[src/rtl/fifo_control_pkg.sv]
// Shared definitions for the FIFO pointer/flag controller.
// The memory block and benches use the same package. It holds the depth,
// the pointer and count widths, the occupancy classification enum, and a
// helper that maps an occupancy count onto that enum.
package fifo_control_pkg;

  localparam int ADDRESS_WIDTH = 3;
  localparam int DEPTH         = 1 << ADDRESS_WIDTH;
  localparam int COUNT_WIDTH   = ADDRESS_WIDTH + 1;

  typedef logic [ADDRESS_WIDTH-1:0] ptr_t;
  typedef logic [COUNT_WIDTH-1:0]   count_t;

  localparam count_t COUNT_MAX = count_t'(DEPTH);

  // Coarse occupancy class; full/empty are decoded from this.
  typedef enum logic [1:0] {
    OCC_EMPTY   = 2'd0,
    OCC_PARTIAL = 2'd1,
    OCC_FULL    = 2'd2
  } occ_e;

  function automatic occ_e occ_of(input count_t c);
    occ_e o;
    if (c == COUNT_MAX)   o = OCC_FULL;
    else if (c == '0)     o = OCC_EMPTY;
    else                  o = OCC_PARTIAL;
    return o;
  endfunction

endpackage

[src/rtl/fifo_control_if.sv]
// Bundle of request, strobe and flag signals between the producer/consumer
// side and the FIFO controller.
//
// Handshake: push and pop are per-cycle requests with no ready back-channel.
// A request is accepted in the same cycle only when wr_enable or rd_enable
// is high. A request raised while full (push) or empty (pop) is dropped and
// latched into overflow_err or underflow_err. The requester retries if it
// cares.
//
// Modports:
//   master : requester side (drives push/pop/thresholds, observes the rest)
//   slave  : fifo_control (drives strobes, pointers, flags, count)
interface fifo_control_if;
  import fifo_control_pkg::*;

  logic   push;
  logic   pop;
  count_t af_thr;
  count_t ae_thr;
  logic   wr_enable;
  logic   rd_enable;
  ptr_t   wr_ptr;
  ptr_t   rd_ptr;
  logic   rd_valid;
  logic   full;
  logic   empty;
  logic   almost_full;
  logic   almost_empty;
  count_t count;
  logic   overflow_err;
  logic   underflow_err;
  occ_e   occ_state;

  modport master (
    output push, pop, af_thr, ae_thr,
    input  wr_enable, rd_enable, wr_ptr, rd_ptr, rd_valid, full, empty,
           almost_full, almost_empty, count, overflow_err, underflow_err,
           occ_state
  );

  modport slave (
    input  push, pop, af_thr, ae_thr,
    output wr_enable, rd_enable, wr_ptr, rd_ptr, rd_valid, full, empty,
           almost_full, almost_empty, count, overflow_err, underflow_err,
           occ_state
  );

endinterface

[src/rtl/fifo_control_ptr_counter.sv]
// Wrapping memory-address counter. It is used once for the write pointer
// and once for the read pointer.
// Ports:
//   clk   : rising-edge clock
//   reset : asynchronous, active-low; clears the pointer to 0
//   en    : advance by one this cycle
//   ptr   : current address; wraps DEPTH-1 -> 0 by natural overflow
module fifo_control_ptr_counter
  import fifo_control_pkg::*;
(
  input  logic clk,
  input  logic reset,
  input  logic en,
  output ptr_t ptr
);

  always_ff @(posedge clk or negedge reset) begin
    if (!reset) begin
      ptr <= '0;
    end else if (en) begin
      ptr <= ptr + ptr_t'(1);
    end
  end

endmodule

[src/rtl/fifo_control.sv]
// Pointer/flag controller that sits in front of the FIFO memory.
// It turns push/pop requests into memory write/read strobes and addresses.
// It tracks occupancy and derives the full, empty and almost flags.
// It holds the sticky overflow/underflow flags and a read-data-valid strobe.
// The memory data path does not pass through here.
// Ports:
//   clk   : rising-edge clock
//   reset : asynchronous, active-low. It clears the pointers, count,
//           rd_valid and the error flags.
//   bus   : slave side of fifo_control_if. It carries:
//             inputs  push, pop, af_thr, ae_thr
//             outputs wr_enable, rd_enable, wr_ptr, rd_ptr, rd_valid,
//                     full, empty, almost_full, almost_empty, count,
//                     overflow_err, underflow_err, occ_state
//           occ_state is the occupancy class and is visible for debug.
module fifo_control
  import fifo_control_pkg::*;
(
  input  logic          clk,
  input  logic          reset,
  fifo_control_if.slave bus
);

  count_t count_q;
  occ_e   occ;
  logic   full_w;
  logic   empty_w;
  logic   push_ok;
  logic   pop_ok;
  logic   rd_valid_q;
  logic   overflow_q;
  logic   underflow_q;

  // Flags come straight from the count register, so they carry no extra
  // latency.
  assign occ     = occ_of(count_q);
  assign full_w  = (occ == OCC_FULL);
  assign empty_w = (occ == OCC_EMPTY);

  // Acceptance is judged on this cycle's registered state. A push into an
  // empty FIFO does not fall through to a same-cycle pop. Strobes are
  // suppressed while reset is held so the memory is never written during
  // reset.
  assign push_ok = bus.push & ~full_w  & reset;
  assign pop_ok  = bus.pop  & ~empty_w & reset;

  fifo_control_ptr_counter u_wr_ptr (
    .clk   (clk),
    .reset (reset),
    .en    (push_ok),
    .ptr   (bus.wr_ptr)
  );

  fifo_control_ptr_counter u_rd_ptr (
    .clk   (clk),
    .reset (reset),
    .en    (pop_ok),
    .ptr   (bus.rd_ptr)
  );

  // Occupancy: a simultaneous accepted push and pop cancel out.
  always_ff @(posedge clk or negedge reset) begin
    if (!reset) begin
      count_q <= '0;
    end else begin
      case ({push_ok, pop_ok})
        2'b10:   count_q <= count_q + count_t'(1);
        2'b01:   count_q <= count_q - count_t'(1);
        default: count_q <= count_q;
      endcase
    end
  end

  // The memory registers its read data, so the data for an accepted pop
  // is valid one cycle later.
  always_ff @(posedge clk or negedge reset) begin
    if (!reset) begin
      rd_valid_q <= 1'b0;
    end else begin
      rd_valid_q <= pop_ok;
    end
  end

  // Sticky error flags. Only reset clears them.
  always_ff @(posedge clk or negedge reset) begin
    if (!reset) begin
      overflow_q  <= 1'b0;
      underflow_q <= 1'b0;
    end else begin
      if (bus.push && full_w) overflow_q  <= 1'b1;
      if (bus.pop && empty_w) underflow_q <= 1'b1;
    end
  end

  assign bus.wr_enable     = push_ok;
  assign bus.rd_enable     = pop_ok;
  assign bus.rd_valid      = rd_valid_q;
  assign bus.full          = full_w;
  assign bus.empty         = empty_w;
  assign bus.almost_full   = (count_q >= bus.af_thr);
  assign bus.almost_empty  = (count_q <= bus.ae_thr);
  assign bus.count         = count_q;
  assign bus.overflow_err  = overflow_q;
  assign bus.underflow_err = underflow_q;
  assign bus.occ_state     = occ;

endmodule

[src/flat_wrapper.sv]
// flat-port wrapper written by rule: the top's interface ports become plain ports
module fifo_control_flat import fifo_control_pkg::*;
  (clk, reset, bus_push, bus_pop, bus_af_thr, bus_ae_thr, bus_wr_enable, bus_rd_enable, bus_wr_ptr, bus_rd_ptr, bus_rd_valid, bus_full, bus_empty, bus_almost_full, bus_almost_empty, bus_count, bus_overflow_err, bus_underflow_err, bus_occ_state);
  fifo_control_if bus_i ();
  input  logic clk;
  input  logic reset;
  input wire logic [$bits(bus_i.push)-1:0] bus_push;
  input wire logic [$bits(bus_i.pop)-1:0] bus_pop;
  input wire logic [$bits(bus_i.af_thr)-1:0] bus_af_thr;
  input wire logic [$bits(bus_i.ae_thr)-1:0] bus_ae_thr;
  output wire logic [$bits(bus_i.wr_enable)-1:0] bus_wr_enable;
  output wire logic [$bits(bus_i.rd_enable)-1:0] bus_rd_enable;
  output wire logic [$bits(bus_i.wr_ptr)-1:0] bus_wr_ptr;
  output wire logic [$bits(bus_i.rd_ptr)-1:0] bus_rd_ptr;
  output wire logic [$bits(bus_i.rd_valid)-1:0] bus_rd_valid;
  output wire logic [$bits(bus_i.full)-1:0] bus_full;
  output wire logic [$bits(bus_i.empty)-1:0] bus_empty;
  output wire logic [$bits(bus_i.almost_full)-1:0] bus_almost_full;
  output wire logic [$bits(bus_i.almost_empty)-1:0] bus_almost_empty;
  output wire logic [$bits(bus_i.count)-1:0] bus_count;
  output wire logic [$bits(bus_i.overflow_err)-1:0] bus_overflow_err;
  output wire logic [$bits(bus_i.underflow_err)-1:0] bus_underflow_err;
  output wire logic [$bits(bus_i.occ_state)-1:0] bus_occ_state;
  assign bus_i.push = bus_push;
  assign bus_i.pop = bus_pop;
  assign bus_i.af_thr = bus_af_thr;
  assign bus_i.ae_thr = bus_ae_thr;
  assign bus_wr_enable = bus_i.wr_enable;
  assign bus_rd_enable = bus_i.rd_enable;
  assign bus_wr_ptr = bus_i.wr_ptr;
  assign bus_rd_ptr = bus_i.rd_ptr;
  assign bus_rd_valid = bus_i.rd_valid;
  assign bus_full = bus_i.full;
  assign bus_empty = bus_i.empty;
  assign bus_almost_full = bus_i.almost_full;
  assign bus_almost_empty = bus_i.almost_empty;
  assign bus_count = bus_i.count;
  assign bus_overflow_err = bus_i.overflow_err;
  assign bus_underflow_err = bus_i.underflow_err;
  assign bus_occ_state = bus_i.occ_state;
  fifo_control u_core (.clk(clk), .reset(reset), .bus(bus_i));
endmodule
[config.mk]
export PLATFORM = sky130hd
export DESIGN_NAME = fifo_control_flat
export DESIGN_NICKNAME = d
export VERILOG_FILES = /design/src/rtl/fifo_control_pkg.sv /design/src/rtl/fifo_control_if.sv /design/src/rtl/fifo_control_ptr_counter.sv /design/src/rtl/fifo_control.sv /design/src/flat_wrapper.sv
export SDC_FILE = /design/constraint.sdc
export NUM_CORES = 1
export LEC_CHECK = 0
export CAP_MARGIN = 5
export CORE_MARGIN = 4
export CORE_UTILIZATION = 45
export CTS_CLUSTER_SIZE = 10
export DETAILED_ROUTE_END_ITERATION = 10
export PLACE_DENSITY = 0.82
export SETUP_SLACK_MARGIN = 0.4
export SYNTH_ARGS = -nofsm -noshare
export SYNTH_HDL_FRONTEND = slang
export SYNTH_SLANG_ARGS = --single-unit
[constraint.sdc]
create_clock -name clk -period 6.52 [get_ports clk]
set_clock_uncertainty 0.1 [all_clocks]
set_input_delay 1.304 -clock clk [delete_from_list [all_inputs] [get_ports clk]]
set_output_delay 1.304 -clock clk [all_outputs]
set_load 0.1 [all_outputs]
==> results of run 1 <==
-- flip-flops by register name, summed over array words and instances (netlist names) --
signal and count:
u_core.bus.overflow_err 1, u_core.bus.underflow_err 1, u_core.u_rd_ptr.ptr 3, u_core.bus.rd_valid 1
u_core.bus.count 4, u_core.u_wr_ptr.ptr 3
-- logic make-up (layout without fill, tap and decap cells) --
| group | after synthesis | in the layout | synth area share |
|---|---|---|---|
| AOI/OAI and AO/OA | 13 | 13 | 0.0863 |
| xor gates and xnor gates | 7 | 7 | 0.0716 |
| adders and majority gates | 14 | 14 | 0.213 |
| buffers and inverters | 12 | 48 | 0.0526 |
| DFF | 13 | 13 | 0.380 |
| muxes | 2 | 2 | 0.0351 |
| and+or+nand+nor | 19 | 19 | 0.161 |
-- layer usage --
layer  wire length [um]  share of wire
met1                677           0.40
met2                827           0.49
met3                149          0.088
met4                 40          0.024
met5                  0              0
-- path summary, 6_finish.rpt --
path | from | end
max | reset | bus_rd_enable
min | u_core.bus.underflow_err | u_core.bus.underflow_err
max reg2reg | u_core.bus.count[1] | u_core.bus.count[3]
min reg2reg | u_core.bus.underflow_err | u_core.bus.underflow_err
max in group asynchronous | reset | u_core.bus.count[2]
min in group asynchronous | reset | u_core.bus.count[0]
-- worst max-delay path, stage by stage --
cell,delay (ns)
clkdlybuf4s50_1,0.86
nand2_1,0.13
nor2_2,0.26
clkdlybuf4s50_1,1.19
-- layout by cell type (no fill, tap or decap), types with 2 or more instances in the layout --
master           netlist  final
inv_1                 12     12
nand2_1                8      8
o21ai_0                5      5
xor2_1                 4      4
mux2_4                 2      2
nor2_1                 2      2
xnor2_1                3      3
clkbuf_4               0      3
a21oi_1                5      5
ha_1                  13     13
dfrtp_1               13     13
clkdlybuf4s50_1        0     32
-- cell type report --
type / count / area share
clock buffer: 4 / 0.0213
inverter: 12 / 0.0365
sequential: 13 / 0.264
timing repair buffer: 32 / 0.260
multi-input combinational: 55 / 0.394
tap: 25 / 0.0254
-- stage by stage --
step,hold slack (ns),utilization,worst slack [ns],cells,instance area [um2]
detailed placement,0.343,0.684,1.32,137,1210
global placement,0.339,0.684,1.35,137,1210
global route,0.376,0.699,1.13,141,1230
CTS,0.360,0.699,1.33,141,1230
floorplan,0.908,-,0.914,80,856
finish,0.357,0.699,1.37,141,1230
==> results.json, run 1 <==
{
  "status": "completed",
  "die_w_um": 51.6,
  "fillers": 147,
  "place_congestion": 0.686,
  "vias": 692,
  "cp-end-kind": "primary output",
  "yosysWarnings": 0,
  "ant_nets": 0,
  "wl_per_cell_um": 12.0,
  "start_kind": "input pin",
  "use_met1": 0.150,
  "holdPathStages": 1,
  "worst_ep_arrival_time_ns": 3.74,
  "core-area_um2": 1760,
  "cts_tree": "built",
  "grt-busiest-layer": "met2",
  "drtPass1Iterations": 1,
  "antenna_found_initial": 0,
  "synth_fp_nets": 106,
  "hold_path_class": "reg -> reg",
  "grt_util_met2": 0.273,
  "path_clk_slew_ns": 0.07,
  "timing_worst_slew_pin_value_ns": 0.976,
  "max-slew-margin-rel": 0.348,
  "syn_area_per_cell_um2": 10.7,
  "rrSetupSlack_ns": 4.03,
  "final_layout_size_suffix_gt1_frac": 0.103,
  "synth_area_um2": 856,
  "yosysUniqueCellTypes": 23,
  "met3_usage": 0.0344,
  "ctsRootBufferMaster": "clkbuf_4",
  "crit_fanout": 15,
  "synth_top_area_frac": 0.380,
  "io_buffers": 32,
  "async_reset_ff_frac": 1.00,
  "post_cts_buffers": 0,
  "drv_slew": 0,
  "rows": 15,
  "clkLatencyLatePin_ns": 0.28,
  "grt_pass1_vias": 672,
  "synth-seq-cells": 13,
  "drt_iter0_markers": 0,
  "period_share": 0.790,
  "dieArea_um2": 2660,
  "globalRouteTotalUtil": 0.149,
  "setup_violations": 0,
  "hold_viol": 0,
  "critical_path_class": "in -> out",
  "ys_seq_area_frac": 0.380,
  "cp.required_ns": 5.12,
  "max_cap_viol_count": 0,
  "vias_per_cell": 4.91,
  "n_antenna_cell": 0,
  "synth_area_leaders": "dfrtp_1 (38%), ha_1 (19%), inv_1 (5.3%)",
  "dpl.hpwl_um": 1450,
  "die_h_um": 51.6,
  "synth_enable_flop_cells": 0,
  "fin_crit_ns": 5.15,
  "grt_setup_unrepaired": "false",
  "grt_pass1_wl_um": 2880,
  "numCtsBuffers": 3,
  "area_growth_pct": 44.2,
  "initial_utilization": 0.485,
  "fin_nets": 143,
  "ctsHoldBuffers": 0,
  "route.detailed.drc": 0,
  "drt-total-wl_um": 1700,
  "grt_overflow_total": 0,
  "r2r_cells": 8,
  "synth_largest_area_cell": "dfrtp_1",
  "cts.path.max_buffers": 2,
  "cts_htree_levels": 1,
  "synth_commonest_cells": "dfrtp_1 (13), ha_1 (13), inv_1 (12)",
  "fin_tns_setup_ns": 0,
  "clock.fmax_mhz": 194,
  "numClockSinks": 13,
  "synthFlopType": "dfrtp_1",
  "ios": 33,
  "syn_inst": 80,
  "post_cts_resized": 0,
  "ff_latch_area_um2": 325,
  "multi_input_area_um2": 485,
  "grt_max_degree": 16
}
Power of run 1 is left out: the tool's default activity adds up to more than one toggle a clock period on the data nets, which glitch-free logic cannot reach.
==> run 2: changes to the inputs <==
Settings changed: CORE_UTILIZATION 45 to 43, PLACE_DENSITY 0.82 to 0.79.
Clock period 6.52 ns to 4.8 ns, I/O delays scaled along.
==> run 2 against run 1 <==
Wire length grew 14%. Cell count is the same. Flip-flop and latch count is the same. Global-route usage grew 1.4 points. Non-clock buffer count is the same. First-iteration DRC count grew 4. Critical path depth is the same. Worst setup slack lost 0.24 ns.
==> results.json, run 2 (synthesized netlist as in run 1, its figures left out) <==
{
  "wl_per_cell_um": 13.7,
  "final_layout_size_suffix_gt1_frac": 0.155,
  "dpl.hpwl_um": 1580,
  "area_growth_pct": 44.2,
  "hold_path_class": "reg -> reg",
  "post_cts_buffers": 0,
  "ios": 33,
  "vias_per_cell": 4.96,
  "start_kind": "input pin",
  "hold_viol": 0,
  "fin_tns_setup_ns": 0,
  "dieArea_um2": 2770,
  "status": "completed",
  "ant_nets": 0,
  "r2r-start": "u_core.bus.count[1]",
  "grt_overflow_total": 0,
  "route.detailed.drc": 0,
  "n_antenna_cell": 0,
  "cts.path.max_buffers": 2,
  "max_cap_viol_count": 0,
  "timing_worst_slew_pin_value_ns": 0.984,
  "drt_iter0_markers": 4,
  "grt_pass1_vias": 747,
  "holdWs_ns": 0.368,
  "fin_crit_ns": 3.67,
  "vias": 700,
  "path_clk_slew_ns": 0.07,
  "period_share": 0.764,
  "setup_violations": 0,
  "ctsRootBufferMaster": "clkbuf_4",
  "grt_pass1_wl_um": 3310,
  "drt-total-wl_um": 1940,
  "cts_htree_levels": 1,
  "placed_area_um2": 1210,
  "globalRouteTotalUtil": 0.163,
  "stdcell_area_um2": 1230,
  "core-area_um2": 1800,
  "worst_ep_arrival_time_ns": 2.61,
  "ctsHoldBuffers": 0,
  "cp.required_ns": 3.74,
  "cp-end-kind": "primary output",
  "max-slew-margin-rel": 0.342,
  "clkLatencyLatePin_ns": 0.28,
  "place_congestion": 0.699,
  "grt_max_degree": 16,
  "critical_path_class": "in -> out",
  "die_w_um": 52.6,
  "crit_fanout": 15,
  "rows": 15,
  "crit_path_start": "reset",
  "clock.fmax_mhz": 273,
  "largest_reg_flops": 4,
  "drtPass1Iterations": 2,
  "min_from": "u_core.u_rd_ptr.ptr[2]",
  "die_h_um": 52.6,
  "fin_nets": 143,
  "initial_utilization": 0.475,
  "post_cts_resized": 0,
  "post-route-util": 0.685,
  "drv_slew": 0,
  "layout_commonest_cell": "clkdlybuf4s50_1",
  "io_buffers": 32,
  "mostFrequentLayoutCells": "clkdlybuf4s50_1 (28), ha_1 (13), dfrtp_1 (13), inv_1 (12), nand2_1 (8)",
  "grt_setup_unrepaired": "false",
  "numClockSinks": 13,
  "numCtsBuffers": 3,
  "cts_tree": "built",
  "antenna_found_initial": 0
}
run 2: changes by cell type in the layout (fill, tap and decap cells not counted), sizes merged:
cell,previous run,this run
clkdlybuf4s50,32,28
buf,0,4
run 2: critical path, stage by stage:
cell	delay (ns)
clkdlybuf4s50_1	0.86
nand2_1	0.14
nor2_2	0.29
buf_4	0.36
run 2: path summary, 6_finish.rpt:
path / endpoint / slack [ns] / depth (start not counted)
max: bus_rd_enable / 1.13 / 4
min: u_core.u_rd_ptr.ptr[2] / 0.37 / 1
max reg2reg: u_core.bus.count[3] / 2.30 / 8
min reg2reg: u_core.u_rd_ptr.ptr[2] / 0.37 / 1
max in group asynchronous: u_core.bus.count[2] / 3.23 / 1
min in group asynchronous: u_core.u_wr_ptr.ptr[2] / 0.96 / 1
run 2: cell type report:
type,count,area (um2)
timing repair buffer,32,310
inverter,12,45.0
multi-input combinational,55,495
fill,151,568
sequential,13,325
clock buffer,4,26.3
tap,25,31.3
run 2: per-layer routing:
metal  wire length, um  GRT usage
met1               780      0.185
met2              1020      0.300
met3               117     0.0256
met4                23     0.0638
met5                 0          0
run 2: per-stage QoR:
step | std cells | setup slack, ns
2_1_floorplan | 80 | 0.509
3_3_place_gp | 137 | 1.16
3_5_place_dp | 137 | 1.05
4_1_cts | 141 | 1.04
5_1_grt | 141 | 0.975
6_report | 141 | 1.13
Power of run 2 is left out for the same reason.
